[config.mk]
export PLATFORM = sky130hd
export DESIGN_NAME = coax_buffered_tx
export DESIGN_NICKNAME = d
export VERILOG_FILES = /design/src/rtl/coax_pkg.sv /design/src/rtl/fifo_sync_ram.sv /design/src/rtl/coax_buffered_tx.sv
export SDC_FILE = /design/constraint.sdc
export NUM_CORES = 2
export LEC_CHECK = 0
export CAP_MARGIN = 15
export CORE_MARGIN = 10
export CORE_UTILIZATION = 30
export DETAILED_ROUTE_END_ITERATION = 7
export PLACE_DENSITY = 0.43
export SYNTH_ARGS = -nofsm -noshare
export SYNTH_HDL_FRONTEND = slang
export SYNTH_HIERARCHICAL = 1
export SYNTH_SLANG_ARGS = --single-unit
[constraint.sdc]
create_clock -name clk -period 4.9 [get_ports clk]
set_input_delay 0.98 -clock clk [delete_from_list [all_inputs] [get_ports clk]]
set_output_delay 0.98 -clock clk [all_outputs]
set_load 0.005 [all_outputs]
[src/rtl/coax_pkg.sv]
// Shared definitions for the 3270 coax transmit path: framing states,
// field sizes and the word parity helper.
package coax_pkg;

  typedef enum logic [2:0] {
    IDLE,
    QUIESCE,
    VIOLATION,
    SYNC,
    DATA,
    PARITY,
    END_SYNC,
    END_HOLD
  } state_t;

  localparam int QUIESCE_BITS = 5;
  localparam int DATA_BITS    = 10;

  // Even parity over data plus parity bit: parity equals XOR of the data.
  function automatic logic parity(input logic [DATA_BITS-1:0] d);
    return ^d;
  endfunction

endpackage

[src/rtl/fifo_sync_ram.sv]
// Single-clock FIFO with registered read data (one-cycle read latency).
// Writes while full and reads while empty are ignored.
module fifo_sync_ram #(
  parameter int WIDTH = 10,
  parameter int DEPTH = 256
) (
  input  logic             clk,
  input  logic             rst,
  input  logic             wr_ena,
  input  logic [WIDTH-1:0] wr_data,
  input  logic             rd_ena,
  output logic [WIDTH-1:0] rd_data,
  output logic             full,
  output logic             empty
);

  localparam int AW = $clog2(DEPTH);

  logic [WIDTH-1:0] mem [DEPTH];
  logic [AW-1:0]    wr_ptr;
  logic [AW-1:0]    rd_ptr;
  logic [AW:0]      count;
  logic             do_wr;
  logic             do_rd;

  assign full  = (count == (AW+1)'(DEPTH));
  assign empty = (count == '0);
  assign do_wr = wr_ena && !full;
  assign do_rd = rd_ena && !empty;

  always_ff @(posedge clk) begin
    if (do_wr) mem[wr_ptr] <= wr_data;
  end

  always_ff @(posedge clk or posedge rst) begin
    if (rst) begin
      wr_ptr  <= '0;
      rd_ptr  <= '0;
      count   <= '0;
      rd_data <= '0;
    end else begin
      if (do_wr) wr_ptr <= wr_ptr + 1'b1;
      if (do_rd) begin
        rd_ptr  <= rd_ptr + 1'b1;
        rd_data <= mem[rd_ptr];
      end
      case ({do_wr, do_rd})
        2'b10:   count <= count + 1'b1;
        2'b01:   count <= count - 1'b1;
        default: count <= count;
      endcase
    end
  end

endmodule

[src/rtl/coax_buffered_tx.sv]
// FIFO-buffered 3270 coax transmitter: frames queued words into one message
// and drives a Manchester-encoded serial line.
module coax_buffered_tx
  import coax_pkg::*;
#(
  parameter int CLOCKS_PER_BIT = 8,
  parameter int DEPTH          = 256
) (
  input  logic       clk,
  input  logic       reset,
  input  logic [9:0] data,
  input  logic       load_strobe,
  output logic       full,
  output logic       empty,
  output logic       active,
  output logic       tx
);

  localparam int H  = CLOCKS_PER_BIT / 2;
  localparam int CW = $clog2(CLOCKS_PER_BIT);
  localparam logic [CW-1:0] CLK_LAST  = CW'(CLOCKS_PER_BIT - 1);
  localparam logic [CW-1:0] CLK_HALF  = CW'(H);
  localparam logic [CW-1:0] HOLD_LAST = CW'(H - 1);

  state_t                state, state_n;
  logic [CW-1:0]         clk_cnt, clk_n;
  logic [3:0]            bit_cnt, bit_n;
  logic                  rd_ena, rd_pend;
  logic [DATA_BITS-1:0]  rd_data, word;
  logic                  par_q, more_q, tx_n, last_clk;

  fifo_sync_ram #(.WIDTH(DATA_BITS), .DEPTH(DEPTH)) u_fifo (
    .clk     (clk),
    .rst     (reset),
    .wr_ena  (load_strobe),
    .wr_data (data),
    .rd_ena  (rd_ena),
    .rd_data (rd_data),
    .full    (full),
    .empty   (empty)
  );

  function automatic logic manch(input logic b, input logic [CW-1:0] c);
    return (c < CLK_HALF) ? b : ~b;
  endfunction

  assign last_clk = (clk_cnt == CLK_LAST);

  always_comb begin
    state_n = state;
    clk_n   = clk_cnt;
    bit_n   = bit_cnt;
    rd_ena  = 1'b0;
    if (state != IDLE) begin
      clk_n = last_clk ? '0 : clk_cnt + 1'b1;
      if (last_clk && bit_cnt != '0) bit_n = bit_cnt - 4'd1;
    end
    case (state)
      IDLE: begin
        clk_n = '0;
        bit_n = '0;
        if (!empty) begin
          rd_ena  = 1'b1;
          state_n = QUIESCE;
          bit_n   = 4'(QUIESCE_BITS - 1);
        end
      end
      QUIESCE:   if (last_clk && bit_cnt == '0) begin state_n = VIOLATION; bit_n = 4'd2; end
      VIOLATION: if (last_clk && bit_cnt == '0) state_n = SYNC;
      SYNC:      if (last_clk && bit_cnt == '0) begin state_n = DATA; bit_n = 4'(DATA_BITS - 1); end
      DATA:      if (last_clk && bit_cnt == '0) state_n = PARITY;
      PARITY: begin
        rd_ena = (clk_cnt == '0) && !empty;
        if (last_clk) state_n = more_q ? SYNC : END_SYNC;
      end
      END_SYNC:  if (last_clk && bit_cnt == '0) begin state_n = END_HOLD; bit_n = 4'd1; end
      END_HOLD: begin
        if (bit_cnt == '0 && clk_cnt == HOLD_LAST) begin
          state_n = IDLE;
          clk_n   = '0;
        end
      end
      default: state_n = IDLE;
    endcase

    // Line value is computed for the upcoming clock so tx stays aligned with state.
    tx_n = 1'b0;
    case (state_n)
      QUIESCE:   tx_n = manch(1'b1, clk_n);
      VIOLATION: tx_n = (bit_n == 4'd2) || (bit_n == 4'd1 && clk_n < CLK_HALF);
      SYNC:      tx_n = manch(1'b1, clk_n);
      DATA:      tx_n = manch(word[bit_n], clk_n);
      PARITY:    tx_n = manch(par_q, clk_n);
      END_SYNC:  tx_n = manch(1'b0, clk_n);
      END_HOLD:  tx_n = 1'b1;
      default:   tx_n = 1'b0;
    endcase
  end

  always_ff @(posedge clk or posedge reset) begin
    if (reset) begin
      state   <= IDLE;
      clk_cnt <= '0;
      bit_cnt <= '0;
      rd_pend <= 1'b0;
      word    <= '0;
      par_q   <= 1'b0;
      more_q  <= 1'b0;
      tx      <= 1'b0;
      active  <= 1'b0;
    end else begin
      state   <= state_n;
      clk_cnt <= clk_n;
      bit_cnt <= bit_n;
      rd_pend <= rd_ena;
      if (rd_pend) word <= rd_data;
      // Parity is frozen across PARITY because the next word lands mid-bit.
      if (state != PARITY) par_q <= parity(word);
      if (state == PARITY && clk_cnt == '0) more_q <= !empty;
      tx      <= tx_n;
      active  <= (state_n != IDLE);
    end
  end

endmodule
# Word-level counts from Yosys, hierarchy flattened
# Memories as Yosys holds them, arrays and structs flattened. A register that Yosys moved wholly into a read port is not among the register bits.
# Index checks and enable logic that the tools add are counted.
[op_classes]
addsub = 6
n_lt_le_gt_ge = 2
eq_ne = 22
n_mux = 33
n_bitwise = 2
n_reduce_logical = 21
[op_table]
columns = ["cell", "count"]
rows = [
  ["$mux 3", 13],
  ["$eq 3x3->1 const B", 9],
  ["$pmux 3 s8", 1],
  ["$mux 4", 5],
  ["$pmux 9 s2", 1],
  ["$add 8x1->8 const B", 2],
  ["$pmux 4 s4", 1],
  ["$eq 3x2->1 const B", 5],
  ["$reduce_xor 10->1", 1],
  ["$add 9x1->9 const B", 1],
  ["$eq 9x9->1 const B", 1],
  ["$logic_not 9->1", 1],
  ["$sub 9x1->9 const B", 1],
  ["$logic_and 1x1->1", 8],
  ["$mux 1", 8],
  ["$eq 3x1->1 const B", 2],
  ["$logic_not 3->1", 2],
  ["$pmux 1 s6", 1],
  ["$pmux 3 s2", 1],
  ["$reduce_bool 3->1", 2],
  ["$lt 4x5->1 const B", 1],
  ["$bmux 1 s4", 1],
  ["$eq 4x1->1 const B", 1],
  ["$eq 4x2->1 const B", 1],
  ["14 further kinds", 16],
]
[word_totals]
reg_bits = 50
ram_bits = 2560
in_bits = 13
out_inout_bits = 4
wordCells = 99
n_memories = 1
[mem_list]
columns = ["memory", "depth", "word_bits", "rd", "rd_clocked_by_memory_dff", "write_ports", "line_no", "text"]
rows = [
  ["u_fifo.mem", 256, 10, 1, 1, 1, "fifo_sync_ram.sv:19", "logic [WIDTH-1:0] mem [DEPTH];"],
]

# Logic depth before layout (Yosys ltp)
[depth]
word_depth = 11
ltp_mapped = 18
mapped_depth_nobuf = 17

# By module
# Netlist, hierarchy kept.
[by_module_without_submodules]
columns = ["mod", "n_inst", "cells_per_inst", "area_per_inst_um2", "seq_area_each_um2"]
rows = [
  ["fifo_sync_ram", 1, 4680, 100910.5, 77749.6],
  ["coax_buffered_tx", 1, 171, 1667.8, 625.6],
]

# Least setup slack after synthesis
# OpenSTA, ideal clock, no wires.
[synth_timing]
kind = "reg2reg"
start = "register u_fifo.count[0]"
end = "register u_fifo.count[7]"
setup_ns = 0.129
arrival_time_ns = 3.367
t_required_ns = 4.771
slack_ns = 1.404
stages_incl_launch_ff = 18
path_cell_list = "dfrtp_1 -> nor4_1 -> nand2_1 -> nor2_1 -> a211oi_1 -> o21ai_1 -> inv_1 -> clkbuf_1 -> ha_1 -> ha_1 -> a21o_1 -> a21oi_1 -> o21ai_0 -> a21oi_1 -> o21bai_1 -> a21oi_1 -> xor2_1 -> o21ai_0"
[synth_between]
elab_chain_cells = 7
elab_cells_between_ends = 15
cone_classes = "2 x add/sub; 3 x eq/ne; 3 x mux; 7 x reduce/logical"
[synth_rtl]
columns = ["element", "line_no", "text"]
rows = [
  ["start: declaration", "fifo_sync_ram.sv:22", "logic [AW:0] count;"],
  ["start signal: assignment", "fifo_sync_ram.sv:48", "2'b10: count <= count + 1'b1;"],
  ["start signal: assignment", "fifo_sync_ram.sv:49", "2'b01: count <= count - 1'b1;"],
  ["start signal: assignment", "fifo_sync_ram.sv:50", "default: count <= count;"],
  ["$logic_not 9->1 (*)", "fifo_sync_ram.sv:27", "assign empty = (count == '0);"],
  ["net empty", "coax_buffered_tx.sv:14", "output logic empty,"],
  ["$logic_not 1->1", "coax_buffered_tx.sv:73", "rd_ena = (clk_cnt == '0) && !empty;"],
  ["$logic_and 1x1->1", "coax_buffered_tx.sv:73", ""],
  ["$pmux 1 s2 (*)", "coax_buffered_tx.sv:58", "case (state)"],
  ["net rd_ena", "coax_buffered_tx.sv:28", "logic rd_ena, rd_pend;"],
  ["$logic_and 1x1->1 (*)", "fifo_sync_ram.sv:29", "assign do_rd = rd_ena && !empty;"],
  ["net u_fifo.do_rd", "fifo_sync_ram.sv:24", "logic do_rd;"],
  ["$eq 2x1->1 or $eq 2x2->1 (tied branches)", "fifo_sync_ram.sv:47", "case ({do_wr, do_rd})"],
  ["$pmux 9 s2 or $reduce_bool 2->1 (tied branches)", "n/a", ""],
]
# The timed path passes the listed nets; every way through them passes the cells marked *.
# A chain may end at the register's enable or synchronous reset.

==> run summary <==
Worst setup EP type: register
Post-cts sizing count: 0
Min cycle time layout: 4350 ps
Max IR drop VDD: 0.257 mV
Share of synthesized registers carrying an async set or reset: 2.29%
P_leak: 38.9 nW
DR vias/cell: 5.10
Number of global-route vias before repair: 52.6k
Hold slack: 372 ps
Setup violators final: 0
Worst setup startpoint: u_fifo/rd_ptr[0]$_DFFE_PP0P_
CTS Buf Count: 293
Clk slew on worst S/H paths: 60 ps
Clk buf depth: 4
GRT Total Usage: 16.9%
PD cells: 399 nW/µm²
Slew headroom: 11.7%
Detailed placer's ending HPWL: 200 mm
Die Area: 366000 µm²
Grt total ovfl: 0
Crit path max fanout: 26
Routability cong.: 0.807
CP startpoint kind: register
Fin Clk Skew: 45.0 ps
Setup TNS Final: 0 ps
Register area: 78400 µm²
Synth Warn #: 6
Total routed wirelength: 317 mm
Measured slew at the worst slew-check pin: 1320 ps
HP Class: in -> async
Die H: 605 µm
# fillers: 31.6k
WS Path Type: reg -> reg
Post-CTS Setup Bufs: 0
RSZ-0062 raised after global routing: false
Routed len/inst: 31.2 µm
Period utilization: 88.7%
PortBufs: 16
Most common cell after layout, fill and taps aside: edfxtp_1
CP required: 5660 ps
Post-synth EDFFs: 2560
Synth Area per Inst: 21.1 µm²
Total vias in the final route: 51.8k
Final hold violation count: 0
Most frequent cells in the layout: edfxtp_1 (2560), mux4_2 (596), buf_4 (476), nor2_1 (305), clkbuf_16 (300)
Synth Flop Type: edfxtp_1
Clock Latency Late Sink: 900 ps
Mapped Nets: 4883
First DRT Iteration DRCs: 5121
Synth Register Bits: 2620
Cts hold-fix bufs: 0
F_max: 0.230 GHz
Area grow syn2layout: 17.4%
CTS root buf: clkbuf_16
H-Tree Depth: 5
Share of layout cells above drive strength 1: 28.4%
Final core utilization: 35.4%
Largest net degree at the start of global routing: 131
Nets: 5428
Initial antenna violation count: 12
Post-Place Cells: 9636
R2r startpoint: u_fifo/rd_ptr[0]$_DFFE_PP0P_
First-pass GRT wire length: 440 mm
Syn Inst Count: 4851
Core footprint: 340000 µm²
Die Wd: 605 µm
Mapped Area: 103000 µm²
Netlist cell types: 82
Clock sink total: 2620
Drt first pass iters: 5
CP arrival: 5100 ps
Post-route ant nets: 0
Max Slew Vio Count: 0
Initial core utilization: 30.2%
# rows: 214
Residual DRC: 0
Max-cap violation count: 0
Multi-input logic area: 22400 µm²
Status: finished clean
Final Non-Filler Cells: 10.2k
Seq/Total Area, Yosys: 76.4%
CTS tree: yes
IO Count: 17
==> logic make-up after synthesis <==
logic type	count (synthesis)	share of synthesized area, %
buf+inv	320	1.87
xor+xnor	32	0.273
compound gates	419	2.88
simple gates	590	2.49
flops	2620	76.4
fa+ha+maj	20	0.250
mux	850	15.8
==> report_power, final <==
part	switching, W	total (W)	leakage, nW	internal [W]
registers	0.000125	0.0250	23.7	0.0249
clock network	0.00898	0.0214	4.49	0.0124
logic	0.00130	0.00165	10.7	0.000342
total	0.0104	0.0480	38.9	0.0376
==> stage by stage <==
stage | total power (W) | instance area (µm²) | worst slack [ps]
after CTS | 0.0486 | 120000 | 597
after global placement | 0.0271 | 111000 | 632
after floorplan | 0.0259 | 103000 | 1400
final | 0.0480 | 120000 | 555
after detailed placement | 0.0271 | 111000 | 650
after global routing | 0.0496 | 120000 | 464
==> cells in the mapped netlist (6+ instances only) <==
| cell type | count | area share [%] |
|---|---|---|
| edfxtp_1 | 2560 | 75 |
| mux4_2 | 596 | 13 |
| nor2_1 | 308 | 1.1 |
| mux2i_1 | 221 | 2.2 |
| nand2_1 | 139 | 0.51 |
| clkbuf_1 | 105 | 0.38 |
| a21oi_1 | 96 | 0.47 |
| buf_2 | 75 | 0.37 |
| dfrtp_1 | 60 | 1.5 |
| o21ai_0 | 47 | 0.23 |
| o22ai_1 | 43 | 0.26 |
| a22oi_1 | 42 | 0.31 |
| a221oi_1 | 37 | 0.32 |
| buf_6 | 34 | 0.37 |
| buf_4 | 33 | 0.24 |
| inv_1 | 32 | 0.12 |
| nand3_1 | 31 | 0.15 |
| xnor2_1 | 27 | 0.23 |
| a211oi_1 | 23 | 0.17 |
| nor2b_1 | 22 | 0.13 |
| nor3_1 | 21 | 0.10 |
| o221ai_1 | 19 | 0.16 |
| buf_1 | 18 | 0.066 |
| ha_1 | 18 | 0.22 |
| a2111oi_0 | 17 | 0.15 |
| mux2_2 | 17 | 0.19 |
| mux4_1 | 16 | 0.41 |
| nand4_1 | 13 | 0.079 |
| o211ai_1 | 12 | 0.088 |
| a22o_1 | 11 | 0.094 |
| nor4_1 | 11 | 0.067 |
| a31oi_1 | 10 | 0.061 |
| buf_8 | 10 | 0.15 |
| a21o_1 | 9 | 0.066 |
| and2_1 | 9 | 0.055 |
| buf_12 | 8 | 0.16 |
| and3_1 | 6 | 0.037 |
==> registers in the layout, summed over array words and instances, names as in the netlist <==
register and count:
u_fifo/mem 2560, u_fifo/rd_data 10, word 10, u_fifo/count 9
u_fifo/rd_ptr 8, u_fifo/wr_ptr 8, bit_cnt 4, clk_cnt 3
state 3, active 1, more_q 1, par_q 1
rd_pend 1, tx 1
==> layout make-up <==
| class | count | area share (%) |
|---|---|---|
| well taps | 4536 | 4.71 |
| inverters | 36 | 0.118 |
| clock buffers | 363 | 6.47 |
| multi-input cells | 1911 | 18.6 |
| clock inverters | 158 | 1.17 |
| flip-flops and latches | 2620 | 65.1 |
| diodes | 2 | 0.00415 |
| repair buffers | 534 | 3.85 |
==> worst paths after layout <==
path                                                 endpoint  slack [ps]  depth (start not counted)
worst min register to register           clk_cnt[0]$_DFF_PP0_         470                          1
min in group clk                         clk_cnt[0]$_DFF_PP0_         470                          1
max in group asynchronous        u_fifo/rd_ptr[2]$_DFFE_PP0P_        3510                          2
worst max register to register  u_fifo/rd_data[4]$_DFFE_PP0P_         550                          7
worst min-delay path                             tx$_DFF_PP0_         370                          2
worst max-delay path            u_fifo/rd_data[4]$_DFFE_PP0P_         550                          7
==> per-layer routing <==
layer / global-route usage, % / wire length (µm) / vias up
met4: 4.21 / 8010 / 4
met3: 2.96 / 17900 / 373
met2: 27.0 / 148000 / 1435
met5: 0 / 27 / -
li1: - / - / 21400
met1: 24.1 / 143000 / 28700
==> critical path, cell delays in order, from the launching register on <==
cell and delay, ps:
dfrtp_4 960, buf_12 290, buf_12 260, mux4_2 590, a221oi_1 880, o22ai_1 270, or4_1 580, a221o_1 320
Note: power is estimated with default switching activity, not from simulation.
